**src/rtl/mux_canales_rr.sv**
```systemverilog
// N-channel registered multiplexer with valid/ready handshake, manual or round-robin selection.
// Optional build macro MUX_ZERO_IDLE_EN: zero Salida/Canal whenever the output register is empty.
module mux_canales_rr #(
  parameter int WIDTH   = 21,
  parameter int CANALES = 3,
  parameter int SEL_W   = 2
) (
  input  logic                       clk,
  input  logic                       reset,
  input  logic [CANALES*WIDTH-1:0]   Entrada,
  input  logic [CANALES-1:0]         Valido_in,
  output logic [CANALES-1:0]         Ack_in,
  input  logic                       Modo,
  input  logic [SEL_W-1:0]           Select,
  output logic [WIDTH-1:0]           Salida,
  output logic [SEL_W-1:0]           Canal,
  output logic                       Valido_out,
  input  logic                       Listo_out
);

  typedef enum logic {
    VACIO = 1'b0,
    LLENO = 1'b1
  } estado_t;

  estado_t          estado_q;
  logic [WIDTH-1:0] salida_q;
  logic [SEL_W-1:0] canal_q;
  logic [SEL_W-1:0] ptr_q;
  logic [SEL_W-1:0] ptr_d;
  logic [SEL_W-1:0] grantIdx;
  logic             grant;
  logic             carga;
  logic [WIDTH-1:0] words [CANALES];

  for (genvar k = 0; k < CANALES; k++) begin : g_words
    assign words[k] = Entrada[k*WIDTH +: WIDTH];
  end

  // An empty register, or one being drained this cycle, can accept a new word.
  assign carga = (estado_q == VACIO) | Listo_out;

  always_comb begin
    int idx;
    grant    = 1'b0;
    grantIdx = '0;
    idx      = 0;
    if (!Modo) begin
      grantIdx = (32'(Select) >= 32'(CANALES)) ? '0 : Select;
      grant    = Valido_in[grantIdx];
    end else begin
      // Walk offsets from farthest to nearest so the channel closest to ptr wins.
      for (int i = CANALES - 1; i >= 0; i--) begin
        idx = int'(32'(ptr_q)) + i;
        if (idx >= CANALES) begin
          idx = idx - CANALES;
        end
        if (Valido_in[idx]) begin
          grant    = 1'b1;
          grantIdx = SEL_W'(idx);
        end
      end
    end
  end

  assign ptr_d  = (grantIdx == SEL_W'(CANALES - 1)) ? '0 : grantIdx + 1'b1;
  assign Ack_in = (!reset && carga && grant) ? (CANALES'(1) << grantIdx) : '0;

  always_ff @(posedge clk) begin
    if (reset) begin
      estado_q <= VACIO;
      salida_q <= '0;
      canal_q  <= '0;
      ptr_q    <= '0;
    end else if (carga) begin
      if (grant) begin
        estado_q <= LLENO;
        salida_q <= words[grantIdx];
        canal_q  <= grantIdx;
        if (Modo) begin
          ptr_q <= ptr_d;
        end
      end else begin
        estado_q <= VACIO;
`ifdef MUX_ZERO_IDLE_EN
        salida_q <= '0;
        canal_q  <= '0;
`endif
      end
    end
  end

  assign Salida     = salida_q;
  assign Canal      = canal_q;
  assign Valido_out = (estado_q == LLENO);

endmodule

```
**config.mk**
```make
export PLATFORM = sky130hd
export DESIGN_NAME = mux_canales_rr
export DESIGN_NICKNAME = d
export VERILOG_FILES = /design/src/rtl/mux_canales_rr.sv
export SDC_FILE = /design/constraint.sdc
export NUM_CORES = 1
export LEC_CHECK = 0
export BUFFER_PORTS_ARGS = -buffer_cell sky130_fd_sc_hd__clkbuf_2
export CAP_MARGIN = 15
export CORE_MARGIN = 5
export CORE_UTILIZATION = 46
export CTS_BUF_LIST = sky130_fd_sc_hd__clkbuf_16
export DETAILED_ROUTE_END_ITERATION = 6
export PLACE_DENSITY_LB_ADDON = 0.3
export SKIP_CTS_REPAIR_TIMING = 1
export SYNTH_ARGS = -nofsm -noshare
export SYNTH_HDL_FRONTEND = slang
export SYNTH_SLANG_ARGS = --single-unit
export TNS_END_PERCENT = 1
```
**constraint.sdc**
```tcl
create_clock -name clk -period 2.9 [get_ports clk]
set_clock_uncertainty 0.15 [all_clocks]
set_input_delay 0.29 -clock clk [delete_from_list [all_inputs] [get_ports clk]]
set_output_delay 0.29 -clock clk [all_outputs]
set_load 0.02 [all_outputs]
```
# Word level (Yosys, flattened, before mapping)
# Cells that the tools add are included.
# op_classes
add_sub_neg	6
order_cmp	9
shifts	1
multipliers	0
div_mod_pow	0
n_eq_ne	1
n_reduce_logical	5
n_mux	32
bitwise	3
# ops
operator	count
$mux 32	6
$lt 32x4->1 const B	3
$bmux 21 s2	1
$mux 21	2
$mux 1	12
$mux 2	6
$bmux 1 s2	4
$sub 3x2->4 const B	2
$ge 3x2->1 const B	2
$ge 2x2->1 const B	2
$add 2x1->3 const B	1
$add 2x2->3 const B	1
$ge 3x3->1 const B	1
$lt 2x3->1 const B	1
$mux 3	1
$not 2->3	1
$reduce_and 3->1	1
$shl 1x2->3 const A	1
$sub 2x2->3 const B	1
$add 2x1->2 const B	1
$eq 2x2->1 const B	1
$logic_and 1x1->1	2
$reduce_and 2->1	1
$logic_not 1->1	1
2 further kinds	2
# word_totals
ff_bits	26
output_inout_bits	27
mem_bits_rw	0
in_bits	72
memories	0
latch_bits	0
rom_bits	0

# Depth between registers and ports, before layout
# Gate-level depths: netlist of run 1.
# depth
depth_word	15
depth_mapped	10

# Least setup slack after synthesis of run 1
# OpenSTA, ideal clock, no wires.
# synth_timing
kind	register to output
from	register ptr_q[1]
to	output Ack_in[1]
slack_ps	232
stages_incl_launch_ff	8
required_ps	2460
path_buffers	1
t_arrival_ps	2228
path_cell_list	dfxtp_1 > inv_1 > ha_1 > mux2_4 > a211oi_2 > a21bo_2 > buf_2 > a211oi_1
# synth_via
elab_chain_len	13
elab_cells_between_ends	34
classes_between	add/sub: 5; order compare: 3; shift: 1; mux: 24; reduce/logical: 1
# synth_rtl
element	line	text
start, declared	29	logic [SEL_W-1:0] ptr_q;
start signal, assigned	81	ptr_q <= ptr_d;
$add 2x2->3	54	idx = int'(32'(ptr_q)) + i;
$sub 3x2->4 or $ge 3x2->1 (tied branches)	56, 55	
$mux 32	55	if (idx >= CANALES) begin
$mux 32	48	if (!Modo) begin
$bmux 1 s2	58	if (Valido_in[idx]) begin
$mux 1 (implied by the code) (2 in a row)	58	
$mux 2 or $mux 1 (tied branches) (3 in a row)	58	
$mux 2 or $mux 1 (tied branches)	48	
$shl 1x2->3 or $logic_and 1x1->1 (tied branches)	67	assign Ack_in = (!reset && carga && grant) ? (CANALES'(1) << grantIdx) : '0;
$mux 3 (*)	67	
end, declared	12	output logic [CANALES-1:0] Ack_in,
# Every way passes the cells marked *; elsewhere a longest branch is shown, timed or not. The select of a mux whose other input is x is not followed.

# Worst setup path in the final report of run 1
# layout_timing
from	register ptr_q[1]
to	output Ack_in[2]
# The elaborated chain is that of the path after synthesis.

==> impl_metrics.env, run 1 <==
export IMPL_arrival_ns=2.36
export IMPL_yosysTopAreaCellShare=0.266
export IMPL_avgRoutedWirePerCell_um=15.5
export IMPL_synth_nets=311
export IMPL_final_max_slew_violation_count=0
export IMPL_initial_core_util=0.483
export IMPL_synth_area_leaders="dfxtp_1, a22oi_2, a21o_1, nand2b_1, a21oi_1"
export IMPL_grt_ovfl_total=0
export IMPL_synthTopCellsByCount="dfxtp_1, nand2b_1, a21oi_1, nand3_1, o21ai_0"
export IMPL_slowest_stage="mux2_4"
export IMPL_grt_pass1_vias=2043
export IMPL_yosysTopAreaCell="dfxtp_1"
export IMPL_crit_type="flip-flop to output pin"
export IMPL_p_per_area_mw_per_mm2=560
export IMPL_drt_iter0_markers=68
export IMPL_yosys_warnings=0
export IMPL_worst_pin_slew_ns=0.448
export IMPL_root_buffer="clkbuf_16"
export IMPL_wirelength_mm=5.85
export IMPL_area_delta_synth_final_pct=30.8
export IMPL_timing_fmax_ghz=0.358
export IMPL_startpoint_type="flip-flop"
export IMPL_via_per_inst=5.57
export IMPL_sw_frac_of_total=0.376
export IMPL_seq_area_frac_synth=0.266
export IMPL_synthFlopType="dfxtp_1"
export IMPL_boundaryPins=99
export IMPL_ys_ff_latch=26
export IMPL_hold_violations=0
export IMPL_drc_errors=0
export IMPL_setup_violations=0
export IMPL_rsz0062_at_grt="false"
export IMPL_synthesis_area_mm2=0.00196
export IMPL_crit_chain="inv_1 -> ha_2 -> mux2_4 -> a211oi_2 -> o21ai_1 -> o211ai_4 -> nor2_1 -> and2_1 -> clkbuf_2"
export IMPL_antenna_found_initial=0
export IMPL_synthArstFlopShare=0
export IMPL_path_clk_slew_ns=0.06
export IMPL_postRouteAntennaNets=0
export IMPL_core_area_mm2=0.00406
export IMPL_pwr_share_clk=0.213
export IMPL_cp_required_ns=2.46
export IMPL_row_count=23
export IMPL_cts_tree="yes"
export IMPL_numCtsBuffers=3
export IMPL_first_pass_iters=4
export IMPL_nNetsFinal=404
export IMPL_crit_fanout=8
export IMPL_routed_via_count=2107
export IMPL_die_y_um=75.3
export IMPL_seq_power_share=0.339
export IMPL_hold_path_class="input port to flip-flop"
export IMPL_status="complete, no violations"
export IMPL_yosysMostFrequentCell="dfxtp_1"
export IMPL_syn_area_per_cell_um2=8.30
export IMPL_drive_gt1_frac=0.424
export IMPL_htree_levels=1
export IMPL_cp_top_family="compound AO/OA/AOI/OAI gates"
export IMPL_fin_crit_ns=2.80
export IMPL_cts_buffer_depth=2
export IMPL_p_sw_w=0.000539
export IMPL_synth_edf_count=0
export IMPL_numPortBuffers=98
export IMPL_intPower_w=0.000895
export IMPL_tns_ns=0
export IMPL_cpPeakStageDelay_ns=0.34
export IMPL_finalCritPeriodShare=0.964
export IMPL_dp_hpwl_mm=4.43
export IMPL_n_antenna_cell=0
export IMPL_routabilityCongestion=1.06
export IMPL_cellLeakagePower_nw=1.19
export IMPL_vdd_drop_max_uv=336
export IMPL_die_area_mm2=0.00566
export IMPL_die_w_um=75.3
export IMPL_synthCells=236
export IMPL_max_slew_margin=0.701
export IMPL_synth_cell_types=45
export IMPL_clock_sinks=26
export IMPL_clk_latency_ns=0.26
export IMPL_cp_end_kind="output pin"
export IMPL_p_comb_frac=0.448
export IMPL_maxCapViolCount=0
export IMPL_hold_ws_ns=0.207
export IMPL_crit_buf_inv=2
export IMPL_grt_usage=0.205
export IMPL_grt_pass1_wl_mm=9.13
export IMPL_grt_max_degree=29
-- cell families (layout without fill, tap and decap cells) --
family                     Yosys count  count (layout)  share of synthesized area
AOI/OAI and AO/OA                  107             107                      0.407
and+or+nand+nor                     67              67                      0.197
buffers and inverters               29             121                     0.0875
DFF                                 26              26                      0.266
muxes                                4               4                     0.0236
adders and majority gates            3               3                     0.0192
-- metal layers --
layer  GRT usage  vias up  wire length, um
met2       0.346       95             2760
met5           0        -                0
met1       0.265      950             2490
met4      0.0583        0               74
li1            -     1050                -
met3      0.0401       12              528
-- worst register-to-register path, delay by kind of cell (launching register included) --
| family | cells | cell delay (ns) |
|---|---|---|
| adders and majority gates | 1 | 0.27 |
| buffers and inverters | 3 | 0.43 |
| muxes | 2 | 0.54 |
| and+or+nand+nor | 1 | 0.06 |
| DFF | 1 | 0.33 |
| AOI/OAI and AO/OA | 3 | 0.70 |
-- power groups by stage --
stage          Clock [W]  Sequential, W  Combinational (W)
2_1_floorplan          0       0.000580           0.000349
3_3_place_gp           0       0.000490           0.000622
3_5_place_dp           0       0.000492           0.000632
4_1_cts         0.000314       0.000484           0.000634
5_1_grt         0.000332       0.000494           0.000702
6_report        0.000306       0.000486           0.000643
-- flip-flops by register name (all words and copies together), names as in the netlist --
signal and cells:
Valido_out 1, ptr_q 2, Salida 21, Canal 2
-- area by class of cell --
class                   instances  area [um2]
repair buffers                109         586
fillers                       362        1500
multi-input cells             181        1280
clock inverters                 1        3.75
well taps                      50        62.6
flip-flops and latches         26         520
clock buffers                   3        75.1
inverters                       8        30.0
-- layout by cell type, fill, tap and decap left out, drive strengths merged, types with 2 or more instances in the layout --
cell type / Yosys / layout
o41ai: 2 / 2
nor3: 2 / 2
a221oi: 2 / 2
buf: 14 / 11
nand3: 22 / 22
a211oi: 3 / 3
a21bo: 2 / 2
a22oi: 22 / 22
and3b: 2 / 2
ha: 3 / 3
nand2b: 25 / 25
o21ai: 24 / 24
a21o: 21 / 21
inv: 8 / 8
mux2i: 2 / 2
nor2: 3 / 3
mux2: 2 / 2
clkbuf: 7 / 101
a21boi: 2 / 2
and2: 2 / 2
dfxtp: 26 / 26
nand2: 4 / 4
nand3b: 3 / 3
a21oi: 22 / 22
-- per-stage QoR --
| step | utilization | cell area, um2 | worst slack [ns] | std cells | power [W] |
|---|---|---|---|---|---|
| after floorplan | - | 1960 | 0.232 | 236 | 0.000929 |
| after global placement | 0.606 | 2460 | 0.351 | 372 | 0.00111 |
| after detailed placement | 0.606 | 2460 | 0.293 | 372 | 0.00112 |
| after CTS | 0.626 | 2540 | 0.0246 | 376 | 0.00143 |
| after global routing | 0.632 | 2560 | 0.00991 | 378 | 0.00153 |
| final | 0.632 | 2560 | 0.104 | 378 | 0.00143 |
-- final timing paths --
check,to,from,slack (ns),cells after the start
min reg2reg,Salida[18],Salida[18],0.33,2
max,Ack_in[2],ptr_q[1],0.10,9
min,Salida[18],Entrada[60],0.21,3
max reg2reg,Canal[1],ptr_q[1],0.30,10
No activity file was read; power rests on OpenSTA's default activity.
==> run 2: changes to the inputs <==
--- a/config.mk
+++ b/config.mk
@@ -8,7 +8,7 @@
 export BUFFER_PORTS_ARGS = -buffer_cell sky130_fd_sc_hd__clkbuf_2
 export CAP_MARGIN = 15
 export CORE_MARGIN = 5
-export CORE_UTILIZATION = 46
+export CORE_UTILIZATION = 42
 export CTS_BUF_LIST = sky130_fd_sc_hd__clkbuf_16
 export DETAILED_ROUTE_END_ITERATION = 6
 export PLACE_DENSITY_LB_ADDON = 0.3
==> constraint.sdc (replaced) <==
create_clock -name clk -period 2.5 [get_ports clk]
set_clock_uncertainty 0.15 [all_clocks]
set_input_delay 0.25 -clock clk [delete_from_list [all_inputs] [get_ports clk]]
set_output_delay 0.25 -clock clk [all_outputs]
set_load 0.02 [all_outputs]
==> impl_metrics.env, run 2 (synthesis gave the netlist of run 1 again) <==
export IMPL_status="finished, violations left"
export IMPL_failed_checks="negative setup slack"
export IMPL_hold_ws_ns=0.167
export IMPL_hold_violations=0
export IMPL_final_max_slew_violation_count=0
export IMPL_cts_tree="yes"
export IMPL_grt_pass1_wl_mm=9.43
export IMPL_numPortBuffers=98
export IMPL_timing_fmax_ghz=0.396
export IMPL_clock_sinks=26
export IMPL_startpoint="ptr_q[1]"
export IMPL_drive_gt1_frac=0.482
export IMPL_r2r_slack_ns=0.10
export IMPL_cp_endpoint="Ack_in[1]"
export IMPL_final_cell_mix="clkbuf_2, nand2b_1, dfxtp_1"
export IMPL_postRouteAntennaNets=0
export IMPL_crit_fanout=6
export IMPL_cellLeakagePower_nw=1.28
export IMPL_nNetsFinal=418
export IMPL_cp_required_ns=2.10
export IMPL_die_w_um=78.3
export IMPL_final_common_cell="clkbuf_2"
export IMPL_avgRoutedWirePerCell_um=15.7
export IMPL_maxCapViolCount=0
export IMPL_cp_end_kind="output pin"
export IMPL_grt_pass1_vias=2077
export IMPL_n_antenna_cell=0
export IMPL_clk_latency_ns=0.26
export IMPL_max_slew_margin=0.723
export IMPL_vdd_drop_max_uv=329
export IMPL_rsz0062_at_grt="true"
export IMPL_drt_iter0_markers=105
export IMPL_setup_violations=3
export IMPL_htree_levels=1
export IMPL_worst_pin_slew_ns=0.416
export IMPL_startpoint_type="flip-flop"
export IMPL_root_buffer="clkbuf_16"
export IMPL_initial_core_util=0.441
export IMPL_die_area_mm2=0.00613
export IMPL_area_delta_synth_final_pct=42.0
export IMPL_crit_type="flip-flop to output pin"
export IMPL_path_clk_slew_ns=0.06
export IMPL_boundaryPins=99
export IMPL_core_area_mm2=0.00444
export IMPL_grt_usage=0.183
export IMPL_numCtsBuffers=3
export IMPL_grt_ovfl_total=0
export IMPL_largest_reg_flops=21
export IMPL_row_count=24
export IMPL_final_util=0.626
export IMPL_r2r_start="ptr_q[1]"
export IMPL_dp_hpwl_mm=4.55
export IMPL_finalCritPeriodShare=1.01
export IMPL_worst_slack_ns=-0.0252
export IMPL_hold_path_class="input port to flip-flop"
export IMPL_fin_crit_ns=2.53
export IMPL_via_per_inst=5.61
export IMPL_antenna_found_initial=0
export IMPL_first_pass_iters=4
export IMPL_grt_max_degree=28
export IMPL_p_per_area_mw_per_mm2=626
export IMPL_arrival_ns=2.13
export IMPL_drc_errors=0
export IMPL_routed_via_count=2211
export IMPL_die_y_um=78.3
export IMPL_cts_buffer_depth=2
export IMPL_wirelength_mm=6.21
export IMPL_routabilityCongestion=0.856
export IMPL_ff2ff_path_depth=10
export IMPL_rr_endpoint="Salida[12]"
## run 2: cell type report
type | count | area (um2)
fillers | 404 | 1660
multi-input cells | 181 | 1370
repair buffers | 123 | 711
flip-flops and latches | 26 | 526
clock buffers | 3 | 75.1
well taps | 52 | 65.1
inverters | 8 | 32.5
clock inverters | 1 | 3.75
## run 2: worst min path at each step
| stage | start | to | slack (ns) | cells after the start |
|---|---|---|---|---|
| global route | Entrada[55] | Salida[13] | 0.18 | 3 |
| CTS | Entrada[60] | Salida[18] | 0.16 | 3 |
| global placement | Salida[18] | Salida[18] | 0.32 | 2 |
| detailed placement | Salida[16] | Salida[16] | 0.32 | 2 |
| finish | Entrada[60] | Salida[18] | 0.17 | 3 |
| floorplan | Modo | Valido_out | 0.32 | 2 |
## run 2: through the flow
stage	std cells	worst slack (ns)	area (um2)	power, W	setup TNS [ns]
2_1_floorplan	236	0.0565	1960	0.00108	0
3_5_place_dp	380	-0.0779	2510	0.00132	-0.560
3_3_place_gp	380	-0.0135	2510	0.00131	-0.0135
6_report	394	-0.0252	2780	0.00174	-0.0447
5_1_grt	394	-0.0956	2780	0.00184	-0.222
4_1_cts	384	-0.354	2590	0.00168	-1.91
## run 2: layer usage
layer | GRT usage | part of all wire
met5 | 0 | 0
met2 | 0.306 | 0.47
met3 | 0.0435 | 0.086
met1 | 0.242 | 0.43
met4 | 0.0385 | 0.0085
## run 2: power by group
part | switching, W | internal [W] | total (W)
Sequential | 0.0000550 | 0.000510 | 0.000565
Combinational | 0.000460 | 0.000363 | 0.000823
Clock | 0.000139 | 0.000214 | 0.000353
Total | 0.000655 | 0.00109 | 0.00174
## run 2: critical path, stage by stage, from the launching register on
cell and delay [ns]:
dfxtp_4 0.36, inv_4 0.04, ha_4 0.16, buf_6 0.12
a21boi_1 0.23, a2111oi_4 0.08, o21ai_2 0.22, o211ai_4 0.14
buf_4 0.18, a211oi_4 0.19, buf_6 0.15
==> run 3: changes to the inputs <==
--- a/config.mk
+++ b/config.mk
@@ -5,13 +5,15 @@
 export SDC_FILE = /design/constraint.sdc
 export NUM_CORES = 1
 export LEC_CHECK = 0
+export ABC_AREA = 1
 export BUFFER_PORTS_ARGS = -buffer_cell sky130_fd_sc_hd__clkbuf_2
 export CAP_MARGIN = 15
 export CORE_MARGIN = 5
-export CORE_UTILIZATION = 42
+export CORE_UTILIZATION = 41
 export CTS_BUF_LIST = sky130_fd_sc_hd__clkbuf_16
 export DETAILED_ROUTE_END_ITERATION = 6
 export PLACE_DENSITY_LB_ADDON = 0.3
+export REMOVE_ABC_BUFFERS = 1
 export SKIP_CTS_REPAIR_TIMING = 1
 export SYNTH_ARGS = -nofsm -noshare
 export SYNTH_HDL_FRONTEND = slang
==> impl_metrics.env, run 3 <==
export IMPL_status="complete, no violations"
export IMPL_yosysTopAreaCell="dfxtp_1"
export IMPL_row_count=24
export IMPL_final_common_cell="clkbuf_2"
export IMPL_routabilityCongestion=0.901
export IMPL_startpoint_type="flip-flop"
export IMPL_max_slew_margin=0.711
export IMPL_die_w_um=78.2
export IMPL_nNetsFinal=485
export IMPL_yosysTopAreaCellShare=0.273
export IMPL_pre_cts_slack_ns=0.00648
export IMPL_ys_ff_latch=26
export IMPL_postRouteAntennaNets=0
export IMPL_n_antenna_cell=0
export IMPL_clk_latency_ns=0.26
export IMPL_final_cell_mix="clkbuf_2, nand3_1, inv_1"
export IMPL_numPortBuffers=98
export IMPL_synthArstFlopShare=0
export IMPL_core_area_mm2=0.00444
export IMPL_root_buffer="clkbuf_16"
export IMPL_synthXorXnorAreaFrac=0
export IMPL_drt_iter0_markers=150
export IMPL_final_max_slew_violation_count=0
export IMPL_crit_type="flip-flop to output pin"
export IMPL_synth_edf_count=0
export IMPL_synthesis_area_mm2=0.00190
export IMPL_yosysMostFrequentCell="nand3_1"
export IMPL_cts_tree="yes"
export IMPL_synthCells=308
export IMPL_synth_area_leaders="dfxtp_1, nand3_1, a21oi_1, inv_1, o21ai_0"
export IMPL_hold_path_class="input port to flip-flop"
export IMPL_worst_pin_slew_ns=0.433
export IMPL_wl_met2_mm=3.07
export IMPL_drc_errors=0
export IMPL_yosys_warnings=0
export IMPL_cellLeakagePower_nw=1.48
export IMPL_synth_cell_types=26
export IMPL_crit_fanout=24
export IMPL_synthFlopType="dfxtp_1"
export IMPL_synthMuxAreaShare=0
export IMPL_grt_ovfl_total=0
export IMPL_highest_layer="met4"
export IMPL_clock_sinks=26
export IMPL_synth_fa_ha_area_frac=0.0197
export IMPL_boundaryPins=99
export IMPL_routed_via_count=2492
export IMPL_rsz0062_at_grt="true"
export IMPL_dp_hpwl_mm=4.71
export IMPL_cp_required_ns=2.10
export IMPL_seq_area_frac_synth=0.273
export IMPL_grt_pass1_wl_mm=10.4
export IMPL_setup_violations=0
export IMPL_slowest_stage="dfxtp_2"
export IMPL_cp_end_kind="output pin"
export IMPL_avgRoutedWirePerCell_um=13.8
export IMPL_grt_usage=0.202
export IMPL_finalCritPeriodShare=0.988
export IMPL_synth_compound_area_share=0.231
export IMPL_synthSimpleGateAreaFrac=0.306
export IMPL_p_per_area_mw_per_mm2=590
export IMPL_cts_buffer_depth=2
export IMPL_largest_reg_flops=21
export IMPL_initial_core_util=0.428
export IMPL_grt_max_degree=25
export IMPL_timing_fmax_ghz=0.405
export IMPL_arrival_ns=2.07
export IMPL_antenna_found_initial=0
export IMPL_place_area_mm2=0.00245
export IMPL_wirelength_mm=6.36
export IMPL_synthTopCellsByCount="nand3_1, inv_1, a21oi_1"
export IMPL_hold_violations=0
export IMPL_grt_pass1_vias=2312
export IMPL_crit_chain="inv_2 -> ha_4 -> o21ai_2 -> nand2_4 -> nand4_1 -> nand3_2 -> buf_6 -> nor3_2 -> clkbuf_2"
export IMPL_via_per_inst=5.41
export IMPL_maxCapViolCount=0
export IMPL_cpPeakStageDelay_ns=0.35
export IMPL_drive_gt1_frac=0.355
export IMPL_die_area_mm2=0.00611
export IMPL_vdd_drop_max_uv=321
export IMPL_final_area_mm2=0.00268
export IMPL_worst_slack_ns=0.0289
export IMPL_wl_met1_mm=2.65
export IMPL_synth_top_family_by_area="simple AND/OR/NAND/NOR gates"
export IMPL_numCtsBuffers=3
export IMPL_wl_met3_um=573
export IMPL_fin_crit_ns=2.47
export IMPL_path_clk_slew_ns=0.07
export IMPL_die_y_um=78.2
export IMPL_first_pass_iters=5
export IMPL_htree_levels=1
export IMPL_area_delta_synth_final_pct=40.7
export IMPL_syn_area_per_cell_um2=6.18
-- run 3: changes by cell type in the layout (fill, tap and decap cells not counted), sizes merged, moves of 3 or more --
cell    delta
nand3     +61
inv       +51
a21oi     +26
nand2     +25
nand2b    -25
a22oi     -22
a21o      -21
buf        -7
a211oi     -3
nand3b     -3
o21ai      +3
-- run 3: stage by stage --
step	cells	hold WS (ns)	utilization	TNS, ns	total power [W]
3_5_place_dp	451	0.323	0.552	0	0.00116
6_report	461	0.111	0.603	0	0.00158
3_3_place_gp	451	0.313	0.552	0	0.00116
4_1_cts	455	0.0844	0.569	-0.734	0.00151
2_1_floorplan	289	0.169	-	-0.515	0.000911
5_1_grt	461	0.133	0.603	-0.151	0.00169
-- run 3: per-layer routing --
| metal | global-route usage | up-vias |
|---|---|---|
| li1 | - | 1230 |
| met1 | 0.278 | 1125 |
| met4 | 0.0385 | 0 |
| met5 | 0 | - |
| met3 | 0.0423 | 10 |
| met2 | 0.330 | 127 |
-- run 3: final timing paths --
check,cells after the start,to,start,slack [ns]
worst max-delay path,9,Ack_in[2],ptr_q[0],0.03
worst min-delay path,2,ptr_q[0],reset,0.11
worst max register to register,12,Salida[3],ptr_q[0],0.25
worst min register to register,2,Canal[1],Canal[1],0.33
-- run 3: power by group --
group	internal [W]	switching (W)	total, W	leakage (nW)
Sequential	0.000478	0.0000367	0.000514	0.217
Combinational	0.000274	0.000430	0.000704	1.23
Clock	0.000214	0.000148	0.000363	0.0385
Total	0.000966	0.000615	0.00158	1.48
-- run 3: worst max-delay path, delay by kind of cell (launching register included) --
kind	cells	cell delay, ns
AND/OR/NAND/NOR	4	0.54
buffers and inverters	3	0.45
flip-flops	1	0.35
adder cells (fa/ha/maj)	1	0.24
AO/OA/AOI/OAI	1	0.22
-- run 3: layout make-up --
type / count / area, um2
Clock buffer: 3 / 75.1
Clock inverter: 1 / 3.75
Fill cell: 423 / 1760
Inverter: 60 / 235
Multi-Input combinational cell: 203 / 1120
Sequential cell: 26 / 526
Tap cell: 52 / 65.1
Timing Repair Buffer: 116 / 651
-- run 3: logic make-up (layout without fill, tap and decap cells) --
logic type,count (synthesis),after routing
flip-flops,26,26
adder cells (fa/ha/maj),3,3
AO/OA/AOI/OAI,80,80
AND/OR/NAND/NOR,120,120
buffers and inverters,79,180
